## src/rtl/instr_prefetch_queue.sv

```systemverilog
// Instruction prefetch queue: sequential fetch into a small PC-tagged FIFO.
// Optional macro IPQ_BYPASS_EN: pass a response straight through when empty.
module instr_prefetch_queue #(
    parameter int unsigned DEPTH    = 4,
    parameter logic [31:0] RESET_PC = 32'h4000_0000
) (
    input  logic                     clk,
    input  logic                     rst_n,
    input  logic                     redirect_i,
    input  logic [31:0]              redirect_pc_i,
    output logic                     mem_read_o,
    output logic [31:0]              mem_addr_o,
    input  logic                     mem_resp_i,
    input  logic [31:0]              mem_rdata_i,
    output logic                     deq_valid_o,
    input  logic                     deq_ready_i,
    output logic [31:0]              deq_instr_o,
    output logic [31:0]              deq_pc_o,
    output logic [$clog2(DEPTH):0]   count_o
);

    localparam int unsigned PW = $clog2(DEPTH);
    localparam int unsigned CW = PW + 1;
    localparam logic [CW-1:0] FULL = CW'(DEPTH);

    typedef enum logic {
        S_FETCH,
        S_DISCARD
    } state_e;

    state_e        state_q, state_d;
    logic [31:0]   fetch_pc_q, fetch_pc_d;
    logic          req_q, req_d;
    logic [31:0]   addr_q, addr_d;
    logic [PW-1:0] head_q, head_d;
    logic [PW-1:0] tail_q, tail_d;
    logic [CW-1:0] count_q, count_d;

    logic [31:0]   instr_mem [DEPTH];
    logic [31:0]   pc_mem    [DEPTH];

    logic resp;
    logic q_valid;
    logic byp;
    logic enq;
    logic deq;

    // A response only counts while our own request is on the bus.
    assign resp    = mem_resp_i & req_q;
    assign q_valid = (count_q != '0);

`ifdef IPQ_BYPASS_EN
    assign byp = resp & (state_q == S_FETCH) & ~redirect_i & ~q_valid;
`else
    assign byp = 1'b0;
`endif

    assign deq_valid_o = (q_valid | byp) & ~redirect_i;
    assign deq_instr_o = byp ? mem_rdata_i : instr_mem[head_q];
    assign deq_pc_o    = byp ? fetch_pc_q  : pc_mem[head_q];

    // Queue dequeue only; a consumed bypass word never touches storage.
    assign deq = q_valid & deq_valid_o & deq_ready_i;
    assign enq = resp & (state_q == S_FETCH) & ~redirect_i
               & ~(byp & deq_ready_i);

    assign mem_read_o = req_q;
    assign mem_addr_o = addr_q;
    assign count_o    = count_q;

    // Next-state: FIFO bookkeeping, fetch FSM, then the request register.
    always_comb begin
        state_d    = state_q;
        fetch_pc_d = fetch_pc_q;
        head_d     = head_q;
        tail_d     = tail_q;
        count_d    = count_q;
        req_d      = req_q;
        addr_d     = addr_q;

        if (enq) tail_d = tail_q + PW'(1);
        if (deq) head_d = head_q + PW'(1);

        case ({enq, deq})
            2'b10:   count_d = count_q + CW'(1);
            2'b01:   count_d = count_q - CW'(1);
            default: ;
        endcase

        unique case (state_q)
            S_FETCH: begin
                if (resp && !redirect_i)
                    fetch_pc_d = fetch_pc_q + 32'd4;
            end
            S_DISCARD: begin
                // Stale word arrives: drop it, fetch_pc is already the target.
                if (resp) state_d = S_FETCH;
            end
            default: ;
        endcase

        if (redirect_i) begin
            fetch_pc_d = redirect_pc_i;
            head_d     = tail_q;
            tail_d     = tail_q;
            count_d    = '0;
            if (state_q == S_FETCH && req_q && !resp)
                state_d = S_DISCARD;
        end

        // An outstanding request is frozen until its response.
        if (req_q && !resp) begin
            req_d  = 1'b1;
            addr_d = addr_q;
        end else begin
            req_d  = (state_d == S_FETCH) && (count_d < FULL);
            addr_d = fetch_pc_d;
        end
    end

    // Control state with asynchronous reset.
    always_ff @(posedge clk or negedge rst_n) begin
        if (!rst_n) begin
            state_q    <= S_FETCH;
            fetch_pc_q <= RESET_PC;
            req_q      <= 1'b0;
            addr_q     <= RESET_PC;
            head_q     <= '0;
            tail_q     <= '0;
            count_q    <= '0;
        end else begin
            state_q    <= state_d;
            fetch_pc_q <= fetch_pc_d;
            req_q      <= req_d;
            addr_q     <= addr_d;
            head_q     <= head_d;
            tail_q     <= tail_d;
            count_q    <= count_d;
        end
    end

    // Entry storage needs no reset: count gates its visibility.
    always_ff @(posedge clk) begin
        if (enq) begin
            instr_mem[tail_q] <= mem_rdata_i;
            pc_mem[tail_q]    <= fetch_pc_q;
        end
    end

    a_no_full_enq: assert property (
        @(posedge clk) disable iff (!rst_n)
        !(enq && !deq && count_q == FULL)
    );

endmodule
```

## config.mk

```make
export PLATFORM = sky130hd
export DESIGN_NAME = instr_prefetch_queue
export DESIGN_NICKNAME = d
export VERILOG_FILES = /design/src/rtl/instr_prefetch_queue.sv
export SDC_FILE = /design/constraint.sdc
export NUM_CORES = 1
export LEC_CHECK = 0
export CAP_MARGIN = 20
export CORE_AREA = 2 2 149 151
export CTS_BUF_LIST = sky130_fd_sc_hd__clkbuf_2 sky130_fd_sc_hd__clkbuf_4 sky130_fd_sc_hd__clkbuf_8
export DETAILED_ROUTE_END_ITERATION = 8
export DIE_AREA = 0 0 151 153
export GPL_ROUTABILITY_DRIVEN = 1
export PLACE_DENSITY = 0.86
export SLEW_MARGIN = 10
export SYNTH_ARGS = -nofsm -noshare
export SYNTH_HDL_FRONTEND = slang
export SYNTH_SLANG_ARGS = --single-unit
```

## constraint.sdc

```tcl
create_clock -name clk -period 5.2 [get_ports clk]
set_clock_uncertainty 0.1 [all_clocks]
set_input_delay 1.04 -clock clk [delete_from_list [all_inputs] [get_ports clk]]
set_output_delay 1.04 -clock clk [all_outputs]
set_load 0.05 [all_outputs]
```

==> reports/summary.txt <==
Final WS setup = 1.012 ns
Starting Density = 60.09%
Detailed Place HPWL = 15,950 um
final hold slack = 0.3945 ns
Max FO, Critical Path = 45
CTS tree = yes
Pwr per Cell Area = 486.5 nW/um^2
R2R Path Start = mem_read_o
Worst Setup SP = head_q[0]
Area contributors post-synth = edfxtp_1 60%, dfrtp_1 14%, mux4_2 11%
cells after synthesis = 711
max incr delay on CP = 0.73 ns
asr flop ratio synth = 22.19%
crit start category = flop
routed len/inst = 21.61 um
DRT iter0 DRCs = 649
Relative slew margins = 31.61%
busiest layer in global routing = met2
Core Rows = 54
Slew Viols, Final = 0
CTS buffer count = 50
worst skew pair latency = 0.56 ns
Hold Crit Start = mem_addr_o[10]
met2 Track Usage GR = 36.23%
Num Clock Sinks = 329
hold-fix buffer count after cts = 0
Global Route met1 Usage = 33.77%
Crit path depth = 3
MaxCap Viol Count = 0
die height = 153 um
Slew @ Worst Pin = 1.026 ns
Placed Area = 14,900 um^2
Crit path required time = 4.06 ns
first-pass GRT wire length = 40,830 um
synth unique cells = 46
clk buf depth = 3
main flop type after synthesis = edfxtp_1
peak supply drop = 0.3589 mV
Die Width = 151 um
Yosys warning count = 0
drt via density = 5.935
initial antenna violation count = 0
Avg Cell Area, Syn = 18.16 um^2
Synth top area share = 59.54%
synthesized area = 12,910 um^2
DR vias = 7,294
Placer Congestion = 0.8421
Final Hold Viols = 0
aggregate global routing overflow = 0
reg2reg end = mem_read_o
Antenna Cells = 0
Pleak = 0.005501 uW
final instance area = 15,930 um^2
Buf+Inv Stages, Crit Path = 2
IO Port Bufs = 169
Slowest cell on crit path = dfrtp_4
synth cell count leaders = 256 x edfxtp_1, 71 x dfrtp_1, 64 x mux4_2
clk root buf = clkbuf_8
core area = 21,490 um^2
final WL = 26,560 um
DIE AREA = 23,100 um^2
Hold Crit Class = reg2reg
pre-CTS WS = 1.276 ns
clock-pin slew on the worst setup and hold paths = 0.06 ns
CP Cell Sequence = buf_12 > mux4_2 > clkdlybuf4s50_1
number of synthesized flops with an enable pin = 256
number of synthesized register bits = 329
CP delay by family, top = buffers and inverters
Yosys top cell by area = edfxtp_1
GRT Util Overall = 23.27%
R2R depth = 9
Sum Neg Setup Slack = 0 ns
sequential fraction of the synthesis area = 73.71%
syn nets = 789
min Tclk post-route = 4.188 ns
outcome = complete, no violations
largest net degree at the start of global routing = 74
layout cells sized above 1 = 19.92%
Final Cycle Share = 80.53%
Final setup viols = 0
number of global-route vias before repair = 7,395
Clock H-tree levels = 2
CP Class = reg2out
drt pass-1 iters = 5
Ports = 170
Routed Antenna Nets = 0
post-CTS setup buffer count = 0
Nets = 985
post_cts resized = 0
RSZ-0062 raised after global routing = false
crit end category = output port
total power = 7750 uW
Critical Path End = deq_pc_o[17]
GR Util met3 = 4.806%
Max Fclk = 238.8 MHz
drt drc = 0
Layout area overhead = 23.39%
worst reg-to-reg setup slack = 2.49 ns
Worst EP arrival = 3.05 ns
most common cell in the netlist = edfxtp_1
[area by class of cell]
cell class              count  area (um^2)
clock inverters            11        56.30
multi-input cells         342         3229
fillers                  1278         5554
repair buffers            177         1794
well taps                 280        350.3
inverters                   7        31.28
flip-flops and latches    329         9522
clock buffers              83        948.4
[flip-flops by register name (all words and copies together) (netlist names)]
signal      flops
mem_addr_o     32
state_q         1
instr_mem     128
count_o         3
mem_read_o      1
head_q          2
pc_mem        128
fetch_pc_q     32
tail_q          2
[where the power goes]
group          leakage [uW]  switching, uW  internal, uW
combinational       0.00180           1480           912
sequential          0.00317            189          3090
clock              0.000539            931          1150
total               0.00550           2600          5150
[worst register-to-register path: stages (launching register included)]
cell	delay, ns
dfrtp_1	0.47
nand4bb_1	0.45
ha_1	0.45
xor2_1	0.16
ha_1	0.18
a21oi_1	0.14
xor2_1	0.16
nor2_1	0.06
xnor2_1	0.13
o32a_1	0.28
[worst min-delay path by stage]
stage | end | slack, ns | depth (start not counted)
after floorplan | pc_mem[0][0] | 0.37 | 0
after global placement | mem_addr_o[10] | 0.36 | 2
after detailed placement | mem_addr_o[9] | 0.37 | 2
after CTS | mem_addr_o[2] | 0.40 | 2
after global routing | mem_addr_o[10] | 0.43 | 2
final | mem_addr_o[10] | 0.39 | 2
[cells in the final DEF, fill, tap and decap left out, types with 2 or more instances in the layout]
master	instances
mux2_2	15
clkinv_2	2
buf_12	2
xnor2_1	17
and2_4	4
and3_1	12
nor4_1	6
nor2b_1	3
clkbuf_4	31
buf_4	6
a221o_1	8
xor2_1	12
clkinvlp_4	2
clkinv_1	6
or3_1	2
nand3_1	15
o211ai_1	2
mux4_2	64
inv_1	6
nand4_1	13
dfrtp_1	69
a21oi_1	25
clkbuf_8	52
ha_1	9
nand2_1	41
and2_1	3
clkdlybuf4s50_1	168
nor3_1	7
o31ai_1	3
o21ai_0	17
edfxtp_1	256
nor2_1	44
dfstp_2	2
mux2i_1	2
and4_1	4
[through the flow]
| step | utilization, % | cells |
|---|---|---|
| floorplan | - | 711 |
| global placement | 69.35 | 1134 |
| detailed placement | 69.35 | 1134 |
| CTS | 74.02 | 1228 |
| global route | 74.15 | 1229 |
| finish | 74.15 | 1229 |
[cell families after synthesis]
group | Yosys count | share of synthesized area, %
xor+xnor | 29 | 1.967
buf+inv | 40 | 1.357
mux | 82 | 12.71
simple gates | 162 | 6.425
flops | 329 | 73.71
compound gates | 60 | 2.956
fa+ha+maj | 9 | 0.8722
[metal layers]
layer | wire (um) | share of wire, %
met1 | 10970 | 41
met4 | 567 | 2.1
met5 | 0 | 0
met2 | 12850 | 48
met3 | 2182 | 8.2
Note: power is estimated with default switching activity, not from simulation.
